[config.mk]
export PLATFORM = sky130hd
export DESIGN_NAME = mux4_rr_arbiter
export DESIGN_NICKNAME = d
export VERILOG_FILES = /design/src/rtl/mux4_rr_arbiter.sv
export SDC_FILE = /design/constraint.sdc
export NUM_CORES = 1
export LEC_CHECK = 0
export ABC_AREA = 1
export CAP_MARGIN = 10
export CORE_MARGIN = 5
export CORE_UTILIZATION = 51
export CTS_CLUSTER_DIAMETER = 80
export DETAILED_ROUTE_END_ITERATION = 16
export GPL_ROUTABILITY_DRIVEN = 0
export PLACE_DENSITY_LB_ADDON = 0.2
export SYNTH_ARGS = -nofsm -noshare
export SYNTH_HDL_FRONTEND = slang
export SYNTH_SLANG_ARGS = --single-unit
[constraint.sdc]
create_clock -name clk -period 1.67 [get_ports clk]
set_input_delay 0.2505 -clock clk [delete_from_list [all_inputs] [get_ports clk]]
set_output_delay 0.2505 -clock clk [all_outputs]
set_load 0.02 [all_outputs]
[src/rtl/mux4_rr_arbiter.sv]
// Round-robin arbiter owning the select lines of a shared 4:1 mux.
// One requester holds the mux at a time, for at most MAX_HOLD consecutive
// cycles. All outputs are registered. Winners are visible one cycle after
// the request is sampled.
module mux4_rr_arbiter #(
    parameter int MAX_HOLD = 4,
    parameter int CNT_W    = 3
) (
    input  logic       clk,
    input  logic       rst,
    input  logic [3:0] req_i,
    output logic [3:0] grant_o,
    output logic [1:0] sel_o,
    output logic       busy_o,
    output logic       new_grant_o
);

    typedef enum logic {
        IDLE  = 1'b0,
        GRANT = 1'b1
    } state_t;

    localparam logic [CNT_W-1:0] HOLD_LAST = CNT_W'(MAX_HOLD - 1);

    state_t           state_reg, state_next;
    logic [3:0]       grant_reg, grant_next;
    logic [1:0]       sel_reg, sel_next;
    logic             new_grant_reg, new_grant_next;
    logic [CNT_W-1:0] hold_cnt_reg, hold_cnt_next;
    logic [1:0]       last_ptr_reg, last_ptr_next;

    // Candidates for a new grant. While a grant is active the current owner
    // is masked out: if it still requests, a switch only happens at hold
    // expiry, and then the owner must yield to anyone else pending. If it
    // has dropped its request, masking it changes nothing.
    logic [3:0] pick_req;
    logic [1:0] cand_idx [4];
    logic [3:0] cand_hit;
    logic       pick_found;
    logic [1:0] pick_idx;
    logic       owner_req;

    assign pick_req  = (state_reg == GRANT) ? (req_i & ~grant_reg) : req_i;
    assign owner_req = |(req_i & grant_reg);

    // Search order: last_ptr+1, +2, +3, +4 (the 2-bit sum wraps mod 4).
    for (genvar gi = 0; gi < 4; gi++) begin : g_cand
        assign cand_idx[gi] = last_ptr_reg + 2'(gi + 1);
        assign cand_hit[gi] = pick_req[cand_idx[gi]];
    end

    // Priority pick: the earliest hit in search order wins.
    always_comb begin
        pick_found = 1'b0;
        pick_idx   = 2'd0;
        for (int k = 3; k >= 0; k--) begin
            if (cand_hit[k]) begin
                pick_found = 1'b1;
                pick_idx   = cand_idx[k];
            end
        end
    end

    // Next-state and next-output logic for the IDLE/GRANT controller.
    always_comb begin
        state_next     = state_reg;
        grant_next     = grant_reg;
        sel_next       = sel_reg;
        new_grant_next = 1'b0;
        hold_cnt_next  = hold_cnt_reg;
        last_ptr_next  = last_ptr_reg;
        case (state_reg)
            IDLE: begin
                if (pick_found) begin
                    state_next     = GRANT;
                    grant_next     = 4'b0001 << pick_idx;
                    sel_next       = pick_idx;
                    new_grant_next = 1'b1;
                    hold_cnt_next  = '0;
                    last_ptr_next  = pick_idx;
                end
            end
            GRANT: begin
                if (owner_req && (hold_cnt_reg < HOLD_LAST)) begin
                    hold_cnt_next = hold_cnt_reg + CNT_W'(1);
                end else if (pick_found) begin
                    // Owner dropped or expired with others waiting: hand over
                    // without an idle bubble.
                    grant_next     = 4'b0001 << pick_idx;
                    sel_next       = pick_idx;
                    new_grant_next = 1'b1;
                    hold_cnt_next  = '0;
                    last_ptr_next  = pick_idx;
                end else if (owner_req) begin
                    // Expired but nobody else wants the mux: keep the same
                    // owner seamlessly, restarting its hold window.
                    hold_cnt_next = '0;
                    last_ptr_next = sel_reg;
                end else begin
                    // Nobody requesting: release; sel stays put so the mux
                    // output does not glitch.
                    state_next = IDLE;
                    grant_next = 4'b0000;
                end
            end
            default: begin
                state_next = IDLE;
                grant_next = 4'b0000;
            end
        endcase
    end

    // State and output registers with synchronous reset.
    always_ff @(posedge clk) begin
        if (rst) begin
            state_reg     <= IDLE;
            grant_reg     <= 4'b0000;
            sel_reg       <= 2'd0;
            new_grant_reg <= 1'b0;
            hold_cnt_reg  <= '0;
            last_ptr_reg  <= 2'd3;
        end else begin
            state_reg     <= state_next;
            grant_reg     <= grant_next;
            sel_reg       <= sel_next;
            new_grant_reg <= new_grant_next;
            hold_cnt_reg  <= hold_cnt_next;
            last_ptr_reg  <= last_ptr_next;
        end
    end

    assign grant_o     = grant_reg;
    assign sel_o       = sel_reg;
    assign busy_o      = |grant_reg;
    assign new_grant_o = new_grant_reg;

endmodule

==> metrics.txt, run 1 <==
Placed Cells=165; netlist area before placement=832 um^2; clock insertion delay at the later pin of the skew report=0.27 ns; die width=50.4 um; Mapped Avg Cell Area=~6.7 um^2; data arrival time of the critical path=about 1.9 ns; root cell of the clock tree=clkbuf_4; net load switching power=approximately 1.1 mW; worst ir drop on vdd=1.27 mV; number of pins exceeding their max-slew limit in the final report=0; full die area=roughly 0.0025 mm^2; post-placement worst setup slack=-0.284 ns; sequential element share of the synthesized area=between 30% and 40%; design internal power=1.23 mW; run status=finished clean; drt drc=0; average wire length per cell after detail routing=12.3 um; I/O pin cnt=14; fraction of power spent switching nets=47.3%; number of synthesis warnings=0; area fraction of the dominant cell type after synthesis=31.3%; H-tree depth=1; first-pass GRT wire length=3480 um; most frequent cell after synthesis=nand2_1; area leader, netlist=dfxtp_1; total inserted antenna cells=0; actual slew at the worst max-slew pin=approximately 0.46 ns; Max clock buf depth=2; number of setup violations in the final report=0; number of flip-flops under the largest register name=4; layout cells sized above 1=between 30% and 40%; dominant synthesized flop cell=dfxtp_1; DR vias=slightly above 900; type of the worst min-delay path=flop to flop; crit-path max FO=4; combined global-route utilization of all metal layers=17.5%; first drt pass iteration count=4; Remaining Overflow, GRT=0; top achievable clock speed=608 MHz; Setup crit end kind=flop; sequential standard cell area=274 um^2; hpwl dp=1580 um; number of flip-flops and latches in the synthesized netlist=13; Antenna Nets Post-Route=0; count of standard-cell rows=14; static power due to leakage=0.612 nW; number of buffers inserted during clock tree synthesis=3; area used by multi-input combinational logic=between 500 and 600 um^2; worst relative slew slack=69.1%; cell count after synthesis=about 120; WP data required=1.87 ns; number of cells in the finished layout apart from fillers=173; fillers=101; Syn Nets=131; number of global-route vias before repair=840; MaxCap Viol Count=0; Syn-to-layout area delta=44.1%; setup slack of the critical path after layout=about 0.026 ns; power density over the cells=1940 mW/mm^2; clock tree from TritonCTS=done; Async SR Flop Fraction=0%; CTS clk-pin slew, worst paths=0.07 ns; leading post-synthesis cells by cell area=dfxtp_1 31%, nand2_1 17%, a21oi_1 8.4%; Comb power frac=69.1%; number of clock sinks=13; vertical die dimension=50.4 um; starting density of the core=54.6%; largest net degree at the start of global routing=12; Clock Power Share=8.2%; nets@finish=roughly 170; per-cell via count in the routed design=5.34; Cell variety after synth=23; wirelength, routed=2140 um; type of the setup path with the least slack=flop to flop; number of enable flip-flop cells after synthesis=0; Startpoint Class=flop; portion of the clock cycle consumed by the worst path in the final layout=98.4%; most instantiated cells after synthesis=38 x nand2_1, 16 x inv_1, 14 x a21oi_1, 14 x nand3_1, 13 x dfxtp_1; portion of total power attributed to sequential cells=22.6%; worst clock skew=0.00130 ns; number of hold violations in the final report=0; number of I/O port buffers=13; initial antenna violation count=0; time the final worst path needs with I/O delays and setup=1.64 ns; standard cell core area=0.00152 mm^2; DR iter-0 viols=15
==> power by group through the flow <==
stage | Combinational, mW | Clock (mW) | Sequential [mW]
3_3_place_gp | 1.40 | 0 | 0.505
2_1_floorplan | 0.871 | 0 | 0.542
5_1_grt | 1.76 | 0.221 | 0.542
3_5_place_dp | 1.44 | 0 | 0.509
4_1_cts | 1.47 | 0.197 | 0.510
6_report | 1.61 | 0.192 | 0.526
==> cell families (layout without fill, tap and decap cells) <==
family                   after synthesis  count (layout)  share of synthesized area, %
XOR/XNOR                               2               2                          2.11
flip-flops                            13              13                          31.3
AND/OR/NAND/NOR                       67              67                          41.4
buffers and inverters                 20              53                          10.4
adder cells (fa/ha/maj)                1               1                          1.50
AO/OA/AOI/OAI                         21              21                          13.4
==> final timing paths <==
kind / slack [ns] / to / start / depth (start not counted)
max: 0.03 / grant_o[3] / grant_o[0] / 12
min: 0.47 / hold_cnt_reg[2] / hold_cnt_reg[2] / 2
max reg2reg: 0.03 / grant_o[3] / grant_o[0] / 12
min reg2reg: 0.47 / hold_cnt_reg[2] / hold_cnt_reg[2] / 2
==> per-layer routing <==
layer / routed length (um) / share of wire, % / up-vias / global-route usage (%)
met4: 66 / 3.1 / 0 / 10.2
li1: - / - / 470 / -
met2: 1090 / 51 / 19 / 30.5
met1: 904 / 42 / 426 / 18.7
met5: 0 / 0 / - / 0
met3: 79 / 3.7 / 9 / 4.44
==> metrics by stage <==
stage	utilization (%)	cell area (um^2)	TNS (ns)	hold WS [ns]	total power, mW
6_report	78.7	1200	0	0.471	2.33
2_1_floorplan	-	832	0	0.378	1.41
3_5_place_dp	70.3	1070	-2.13	0.460	1.95
3_3_place_gp	70.3	1070	-1.59	0.452	1.90
4_1_cts	73.2	1110	0	0.472	2.17
5_1_grt	78.7	1200	-0.264	0.488	2.52
==> layout make-up <==
type / instances / share of cell area [%]
tap: 16 / 1.67
multi-input combinational: 91 / 45.5
clock buffer: 4 / 2.19
timing repair buffer: 31 / 21.9
inverter: 18 / 5.85
sequential: 13 / 22.9
==> timing repair <==
action / CTS / global route
gates resized for setup: 9 / 21
hold buffers: 0 / 0
endpoints found under the hold margin: 0 / 0
endpoints found under the setup margin: 6 / 13
setup buffers: 1 / 3
pin swaps: 1 / 10
==> critical path, cell delays in order, from the launching register on <==
cell     delay (ns)
dfxtp_2        0.35
buf_4          0.11
nand2_1        0.07
nand3_1        0.09
nand2_2        0.08
nor2_4         0.10
inv_2          0.05
nor2_4         0.14
nor2_4         0.05
buf_4          0.14
a21oi_4        0.15
nand2_1        0.10
a21oi_2        0.14
==> layout by cell type, fill, tap and decap left out, types with 3 or more instances in the layout <==
master / synthesis / routed
nand3_2: 2 / 5
nor2_4: 3 / 3
o21ai_0: 5 / 5
nor2_1: 3 / 3
clkdlybuf4s50_1: 0 / 8
dfxtp_1: 13 / 8
nand2_1: 38 / 35
a21oi_1: 14 / 10
clkbuf_4: 0 / 3
inv_1: 16 / 15
dfxtp_4: 0 / 3
buf_4: 0 / 18
a21oi_2: 1 / 4
nand2_2: 2 / 5
nand3_1: 14 / 11
(Power assumes the default switching activity.)
==> inputs of run 2 (changes only) <==
--- a/config.mk
+++ b/config.mk
@@ -8,8 +8,9 @@
 export ABC_AREA = 1
 export CAP_MARGIN = 10
 export CORE_MARGIN = 5
-export CORE_UTILIZATION = 51
+export CORE_UTILIZATION = 55
 export CTS_CLUSTER_DIAMETER = 80
+export CTS_CLUSTER_SIZE = 24
 export DETAILED_ROUTE_END_ITERATION = 16
 export GPL_ROUTABILITY_DRIVEN = 0
 export PLACE_DENSITY_LB_ADDON = 0.2
==> constraint.sdc (replaced) <==
create_clock -name clk -period 2 [get_ports clk]
set_input_delay 0.3 -clock clk [delete_from_list [all_inputs] [get_ports clk]]
set_output_delay 0.3 -clock clk [all_outputs]
set_load 0.02 [all_outputs]
==> run 2 against run 1 <==
Against the previous run:
- cell count fell by 8.7%
- sequential cell count unchanged
- utilization fell by 9.8 points
- via count fell by 8.7%
==> metrics.txt, run 2 (synthesized netlist as in run 1, its figures left out) <==
Antenna Nets Post-Route=0; data arrival time of the critical path=around 2 ns; number of buffers added to fix hold violations after cts=0; worst ir drop on vdd=~0.85 mV; type of the setup path with the least slack=flop to flop; number of clock sinks=13; MaxCap Viol Count=0; hold depth=2; met2 global-route usage=31.3%; number of pins exceeding their max-slew limit in the final report=0; met1 GRT Util=between 10% and 20%; number of buffers inserted during clock tree synthesis=3; fillers=130; source of the worst hold timing path=hold_cnt_reg[2]; starting density of the core=a little under three fifths; post-layout instance area=0.00101 mm^2; most common library cell in the layout ignoring fill and taps=nand2_1; DR iter-0 viols=21; type of the worst min-delay path=flop to flop; worst clock skew=0.000801 ns; Slowest cell on crit path=dfxtp_1; Setup crit end kind=flop; Worst Hold Path EP=hold_cnt_reg[2]; first-pass GRT wire length=3270 um; root cell of the clock tree=clkbuf_4; nets@finish=150; portion of the clock cycle consumed by the worst path in the final layout=89.9%; layout cells sized above 1=12.7%; worst reg2reg setup slack=0.20 ns; Cell Chain, Critical Path=inv_4, nand3_1, nand2_1, nand2_1, nand2_1, inv_1, nand2_1, nand3_1, nand2_1, o21ai_0, inv_1; wirelength, routed=1910 um; sequential standard cell area=around 260 um^2; destination of the worst register-to-register timing path=sel_o[0]; standard cell core area=0.00147 mm^2; run status=finished clean; Syn-to-layout area delta=21.8%; static power due to leakage=0.496 nW; Remaining Overflow, GRT=0; WP data required=2.17 ns; count of standard-cell rows=14; total inserted antenna cells=0; Critical R2R Launch=last_ptr_reg[0]; largest net degree at the start of global routing=12; number of hold violations in the final report=0; CTS clk-pin slew, worst paths=0.08 ns; Max clock buf depth=2; Worst path top cell family by delay=simple AND/OR/NAND/NOR gates; Global Route met3 Usage=4.89%; drt drc=0; largest stage delay on the critical path=0.56 ns; area used by multi-input combinational logic=485 um^2; CP Buf/Inv Count=3; cell mode on critical path=nand2_1; unrepaired setup endpoints after global routing=false; time the final worst path needs with I/O delays and setup=1.80 ns; number of global-route vias before repair=827; Startpoint Class=flop; die width=between 40 and 50 um; combined global-route utilization of all metal layers=~17%; I/O pin cnt=14; crit-path max FO=8; commonest cells after routing, fill and taps aside=38 x nand2_1, 16 x inv_1, 14 x nand3_1, 14 x a21oi_1, 13 x dfxtp_1; clock insertion delay at the later pin of the skew report=0.27 ns; top achievable clock speed=between 500 and 600 MHz; average wire length per cell after detail routing=approximately 12 um; number of setup violations in the final report=0; global-route layer with the greatest usage=met2; Register-to-Register Path Depth=11; vertical die dimension=48.9 um; DR vias=844; area post-placement=988 um^2; per-cell via count in the routed design=~5.3; number of flip-flops under the largest register name=4; first drt pass iteration count=4; clock tree from TritonCTS=done; actual slew at the worst max-slew pin=roughly 0.4 ns; H-tree depth=1; power density over the cells=1600 mW/mm^2; Fin Setup TNS=0 ns; worst relative slew slack=73.3%; Post-CTS Repair Setup Buffers=0; number of I/O port buffers=13; full die area=0.00239 mm^2; Resize count post-CTS=1; hpwl dp=1530 um; initial antenna violation count=0
[run 2: cell types whose count changed in the layout (fill, tap and decap cells not counted), sizes merged]
| cell | previous run | this run |
|---|---|---|
| dlymetal6s2s | 2 | 0 |
| clkdlybuf4s50 | 8 | 12 |
| dlygate4sd2 | 2 | 1 |
| buf | 19 | 3 |
[run 2: worst register-to-register path, delay by kind of cell, from the launching register on]
kind            cells  cell delay (ns)
compound gates      1             0.22
buf+inv             3             0.24
flops               1             0.56
simple gates        7             0.69
[run 2: metal layers]
layer	vias to the layer above	wire [um]
li1	440	-
met4	0	46
met3	6	77
met2	22	990
met5	-	0
met1	376	792
[run 2: per-stage QoR]
stage / utilization [%] / worst slack (ns) / hold slack [ns] / instances / total power [mW]
5_1_grt: 68.9 / 0.0276 / 0.509 / 158 / 1.77
2_1_floorplan: - / 0.477 / 0.428 / 124 / 1.18
3_3_place_gp: 67.2 / 0.121 / 0.449 / 154 / 1.44
4_1_cts: 68.9 / 0.188 / 0.484 / 158 / 1.63
6_report: 68.9 / 0.202 / 0.481 / 158 / 1.62
3_5_place_dp: 67.2 / 0.0683 / 0.474 / 154 / 1.48
[run 2: cell type report]
type	count	share of cell area [%]
flip-flops and latches	13	25.7
inverters	18	6.91
repair buffers	16	14.9
well taps	16	1.98
multi-input cells	91	47.9
clock buffers	4	2.59
[run 2: worst max-delay path by stage]
stage               cells past startpoint  slack, ns            start         endpoint
floorplan                              11       0.48       grant_o[3]  last_ptr_reg[0]
global placement                       10       0.12         req_i[2]       grant_o[0]
detailed placement                     11       0.07         req_i[2]         sel_o[1]
CTS                                    11       0.19  last_ptr_reg[0]         sel_o[0]
global route                           11       0.03  last_ptr_reg[0]         sel_o[0]
finish                                 11       0.20  last_ptr_reg[0]         sel_o[0]
[run 2: report_power, final]
group | total [mW] | leakage [nW] | internal [mW] | switching (mW)
clock | 0.161 | 0.0150 | 0.0774 | 0.0839
sequential | 0.434 | 0.107 | 0.338 | 0.0966
combinational | 1.03 | 0.373 | 0.397 | 0.629
total | 1.62 | 0.496 | 0.812 | 0.809
